$ cat src/rtl/spi_slave_fsm.sv
// Transaction sequencer for the SPI slave: walks address, R/W and data phases of a
// frame and issues one-cycle enables to the address latch, shift register and data memory.
module spi_slave_fsm #(
    parameter int ADDR_BITS = 7,
    parameter int DATA_BITS = 8,
    parameter int CNT_W     = 4
) (
    input  logic clk,
    input  logic reset,
    input  logic cs_n,
    input  logic sclk_posedge,
    input  logic rw_bit,
    output logic addr_we,
    output logic sr_load,
    output logic dm_we,
    output logic miso_en,
    output logic done
);

    typedef enum logic [3:0] {
        IDLE,
        GET_ADDR,
        LATCH_ADDR,
        READ_WAIT,
        READ_LOAD,
        READ_SEND,
        WRITE_GET,
        WRITE_MEM,
        DONE
    } state_t;

    localparam logic [CNT_W-1:0] ADDR_LAST = CNT_W'(ADDR_BITS);
    localparam logic [CNT_W-1:0] DATA_LAST = CNT_W'(DATA_BITS - 1);
    localparam logic [CNT_W-1:0] CNT_ONE   = CNT_W'(1);

    state_t           state, state_next;
    logic [CNT_W-1:0] cnt, cnt_next;

    always_ff @(posedge clk) begin
        if (reset) begin
            state <= IDLE;
            cnt   <= '0;
        end else begin
            state <= state_next;
            cnt   <= cnt_next;
        end
    end

    // Chip-select release aborts any frame in flight, ahead of strobe handling.
    always_comb begin
        state_next = state;
        cnt_next   = cnt;
        if (state != IDLE && cs_n) begin
            state_next = IDLE;
            cnt_next   = '0;
        end else begin
            case (state)
                IDLE: begin
                    if (!cs_n) begin
                        state_next = GET_ADDR;
                        cnt_next   = '0;
                    end
                end
                GET_ADDR: begin
                    if (sclk_posedge) begin
                        if (cnt == ADDR_LAST) begin
                            state_next = LATCH_ADDR;
                            cnt_next   = '0;
                        end else begin
                            cnt_next = cnt + CNT_ONE;
                        end
                    end
                end
                LATCH_ADDR: state_next = rw_bit ? READ_WAIT : WRITE_GET;
                READ_WAIT:  state_next = READ_LOAD;
                READ_LOAD: begin
                    state_next = READ_SEND;
                    cnt_next   = '0;
                end
                READ_SEND, WRITE_GET: begin
                    if (sclk_posedge) begin
                        if (cnt == DATA_LAST) begin
                            state_next = (state == READ_SEND) ? DONE : WRITE_MEM;
                            cnt_next   = '0;
                        end else begin
                            cnt_next = cnt + CNT_ONE;
                        end
                    end
                end
                WRITE_MEM: state_next = DONE;
                DONE:      state_next = DONE;
                default: begin
                    state_next = IDLE;
                    cnt_next   = '0;
                end
            endcase
        end
    end

    // Moore outputs: decoded from the registered state only.
    always_comb begin
        addr_we = 1'b0;
        sr_load = 1'b0;
        dm_we   = 1'b0;
        miso_en = 1'b0;
        done    = 1'b0;
        case (state)
            LATCH_ADDR: addr_we = 1'b1;
            READ_LOAD:  sr_load = 1'b1;
            READ_SEND:  miso_en = 1'b1;
            WRITE_MEM:  dm_we   = 1'b1;
            DONE:       done    = 1'b1;
            default: ;
        endcase
    end

endmodule

$ cat config.mk
export PLATFORM = sky130hd
export DESIGN_NAME = spi_slave_fsm
export DESIGN_NICKNAME = d
export VERILOG_FILES = /design/src/rtl/spi_slave_fsm.sv
export SDC_FILE = /design/constraint.sdc
export NUM_CORES = 1
export LEC_CHECK = 0
export BUFFER_PORTS_ARGS = -buffer_cell sky130_fd_sc_hd__buf_2
export CAP_MARGIN = 40
export CORE_AREA = 5 5 42 44
export DETAILED_ROUTE_END_ITERATION = 16
export DIE_AREA = 0 0 47 49
export PLACE_DENSITY_LB_ADDON = 0.12
export REMOVE_ABC_BUFFERS = 1
export SYNTH_ARGS = -nofsm -noshare
export SYNTH_HDL_FRONTEND = slang
export SYNTH_SLANG_ARGS = --single-unit
export TNS_END_PERCENT = 50
$ cat constraint.sdc
create_clock -name clk -period 1.92 [get_ports clk]
set_clock_uncertainty 0.1 [all_clocks]
set_input_delay 0 -clock clk [delete_from_list [all_inputs] [get_ports clk]]
set_output_delay 0 -clock clk [all_outputs]
set_load 0.005 [all_outputs]
## Word level (Yosys, flattened, before mapping)

Index checks and enable logic that the tools add are counted.

- Add/sub/neg operators: 1
- Multipliers: 0
- Divide/modulo/power cells: 0
- $lt $le $gt $ge: 0
- Eq/ne operators: 15
- Shifts and indexed selects: 0
- Mux-type cells: 17
- Bitwise operators: 1
- Reductions and logical operators: 10

Operators by type and width:

| cell | number |
|---|---|
| 4-bit two-way mux | 9 |
| 4-bit case mux with 7 select lines | 1 |
| 4-bit by 3-bit == test with 1-bit output, second input constant | 5 |
| 4-bit case mux with 3 select lines | 1 |
| 2-bit inequality test, second input constant | 5 |
| 4-bit by 2-bit == test with 1-bit output, second input constant | 2 |
| 2-bit OR reduction | 3 |
| 1-bit two-way mux | 5 |
| 5-bit AND reduction | 1 |
| 4-bit by 1-bit adder with 4-bit output, second input constant | 1 |
| 4-bit by 1-bit == test with 1-bit output, second input constant | 1 |
| 4-bit == test, second input constant | 1 |
| 4-bit zero test | 1 |
| 4-bit nonzero test | 1 |
| 4-bit OR reduction | 1 |
| 3-bit two-way mux | 1 |
| 3-bit AND reduction | 1 |
| 3-bit OR reduction | 1 |
| 2-bit by 1-bit inequality test with 1-bit output, second input constant | 1 |
| 1-bit logical AND | 1 |
| 1-bit inverter | 1 |

- Bits in registers: 8
- Bits in latches: 0
- RAM bits: 0
- Memory bits (read-only): 0
- Input port bits: 5
- Output and inout port bits: 5
- Word-level logic and storage cells: 46
- Memories: 0

## Longest topological paths before layout

- Word-level depth: 5
- Mapped depth: 6
- Gate-level depth less buffers: 5

## Worst setup path before layout

Ideal clock, no wire load.

- Path type: register to register
- Start: register cnt[0]
- End: register state[1]
- Library setup time: 0.079 ns
- Data arrival time: 1.502 ns
- Required time: 1.741 ns
- Path slack: 0.239 ns
- Stages on the path, launching flop included: 6
- Buffers on the path: 0
- Period minus slack after synthesis: 1.681 ns
- Path through: dfxtp_1 > ha_1 > and3b_1 > a211oi_2 > or4_1 > a211oi_2

- Cells in the longest elaborated chain, start to end: 3
- Elaborated cells between the ends (all ways): 4
- Classes of those cells: eq/ne: 3; reduce/logical: 1

RTL lines:

| element | RTL line | text |
|---|---|---|
| start, declared | 37 | `logic [CNT_W-1:0] cnt, cnt_next;` |
| start signal, assigned | 45 | `cnt <= cnt_next;` |
| 4-bit by 3-bit == test with 1-bit output (*) | 66, 82 |  |
| 2-bit inequality test (no source line) | n/a |  |
| 5-bit AND reduction (no source line) (*) | n/a |  |
| end signal, assigned | 44 | `state <= state_next;` |
| end, declared | 36 | `state_t state, state_next;` |

Every way passes the cells marked *; elsewhere a longest branch is shown, timed or not.
A chain may end at the register's enable or synchronous reset.

## Worst setup path in the final report

Ends and elaborated chain as after synthesis.

==> metrics.txt <==
Setup violations, final=0; Clock Sink Count=8; max-slew violations=0; sequential share of the synthesized area=0.250; GRT Resource Usage Total=0.161; largest net degree at the start of global routing=15; Worst-Skew Late Latency=0.25 ns; commonest non-fill, non-tap cell in the layout=buf_2; Final GP Congestion=0.830; Layout Utilization=0.544; worst reg-to-reg path cell count=5; residual DRC count=0; post-DR wirelength/cell=14.1 um; H-Tree Depth=1; HP Class=in2reg; cts repair resizes=0; layout overhead on the synthesized area=18.9%; share of post-route cells with drive strength above 1=0.263; Reg clk slew, reported paths=0.06 ns; Ys Warns=0; IO buf count=9; ys async rst share=0; CP max FO=4; Worst Setup SP=cnt[0]$_SDFFE_PP0P_; Die X=47 um; Place WS=0.154 ns; power density over the cells=1020 nW/um2; remaining antenna violation count after routing=0; Slew HR=0.626; min Tclk post-route=1.77 ns; R2R Path Start=cnt[0]$_SDFFE_PP0P_; syn_area_per_cell=7.91 um2; unrepaired setup endpoints after global routing=no; core area=1400 um2; critical path class=reg2reg; fmax=0.564 GHz; Hold Crit Depth=4; Final Hold Fails=0; ant diodes=0; leakage=0.287 nW; Final TNS setup=0 ns; CTS tree=done; final WL=1.57 mm; worst hold start=cs_n; CP Data Arrival Time=1.85 ns; top_reg_cell synth=dfxtp_1; Rows=14; final hold slack=0.0547 ns; Clock Path Buffers=2; Synth cell types=38; final net count=103; worst setup margin=0.148 ns; vias per inst=5.98; Initial Util=0.457; most frequent cells in the layout=9 x buf_2, 8 x dfxtp_1, 7 x buf_4; gr ovfl total=0; Pre-antenna DRT Iters=4; Post-Syn Instances=81; Die ar.=2300 um2; CTS Buf Count=3; 1st-iter DRT viols=6; Ports=10; root cell of the clock tree=clkbuf_4; layout filler cell count=144; Post-CTS Setup Repair Bufs=0; Die H=49 um; vias in the first global route=605; initial antenna violation count=0; Final HPWL DP=1.17 mm; peak supply drop=0.000651 V; Seq cells post-synth=8; mapped cell area=641 um2; Max-Cap Viols=0; Final Cycle Share=0.923; crit path launch type=register; Setup crit end kind=register; Post-synth EDFFs=0; worst path required time=1.99 ns; Slew @ Worst Pin=0.555 ns; status=finished, final reports clean; global-route wire length before repair=2.82 mm; Via Count=664
## flip-flops by register name, indices dropped and copies added (netlist names)
name	cells
cnt	4
state	4
## synth_stat cells, drive strengths merged (2+ instances only)
master | count | area [um2]
nand3 | 3 | 15.0
a2111oi | 2 | 23.8
a21oi | 6 | 30.0
nand2b | 5 | 31.3
o21ai | 4 | 20.0
o211ai | 3 | 22.5
nor3 | 4 | 20.0
nand3b | 2 | 15.0
a211oi | 3 | 32.5
dfxtp | 8 | 160
nand2 | 5 | 18.8
buf | 5 | 25.0
nor4b | 2 | 17.5
nor2 | 6 | 22.5
inv | 3 | 11.3
## where the power goes
group	internal, mW	total, mW	switching (mW)
Sequential	0.189	0.240	0.0506
Clock	0.0717	0.131	0.0593
Combinational	0.183	0.407	0.224
## per-layer routing
metal	up-vias	share of wire	track usage	routed length (um)
met5	-	0	0	0
met4	0	0.016	0.0553	25
met3	4	0.049	0.0221	76
met2	17	0.44	0.219	685
met1	305	0.50	0.252	779
li1	338	-	-	-
## layout make-up
| cell class | instances | area [um2] | share of cell area |
|---|---|---|---|
| Inverter | 3 | 11.3 | 0.0148 |
| Timing Repair Buffer | 17 | 108 | 0.141 |
| Sequential cell | 8 | 160 | 0.210 |
| Clock buffer | 3 | 22.5 | 0.0296 |
| Tap cell | 16 | 20.0 | 0.0263 |
| Multi-Input combinational cell | 64 | 440 | 0.578 |
## metrics by stage
| step | instances | total power [mW] | area (um2) |
|---|---|---|---|
| after floorplan | 75 | 0.508 | 612 |
| final | 111 | 0.778 | 762 |
| after detailed placement | 107 | 0.642 | 729 |
| after CTS | 111 | 0.777 | 762 |
| after global routing | 111 | 0.846 | 762 |
| after global placement | 107 | 0.642 | 729 |
## final timing paths
| path | endpoint | slack, ns |
|---|---|---|
| min | cnt[2]$_SDFFE_PP0P_ | 0.05 |
| max | state[1]$_SDFFE_PP0P_ | 0.15 |
| max reg2reg | state[1]$_SDFFE_PP0P_ | 0.15 |
| min reg2reg | cnt[1]$_SDFFE_PP0P_ | 0.40 |
## cell families (layout without fill, tap and decap cells)
| group | Yosys count | after routing | share of synthesized area |
|---|---|---|---|
| compound gates | 28 | 28 | 0.354 |
| simple gates | 35 | 35 | 0.314 |
| fa+ha+maj | 1 | 1 | 0.0195 |
| buf+inv | 9 | 23 | 0.0625 |
| flops | 8 | 8 | 0.250 |
## critical path, stage by stage (launching register included)
cell and delay, ns:
dfxtp_1 0.37, ha_1 0.22, and3b_1 0.23, a211oi_2 0.07
or4_1 0.48, a211oi_2 0.22
## what timing repair did
item	4_1_cts	5_1_grt
hold buffers	1	0
setup endpoints to repair	0	0
hold endpoints to repair	1	0
Note: power is estimated with default switching activity, not from simulation.
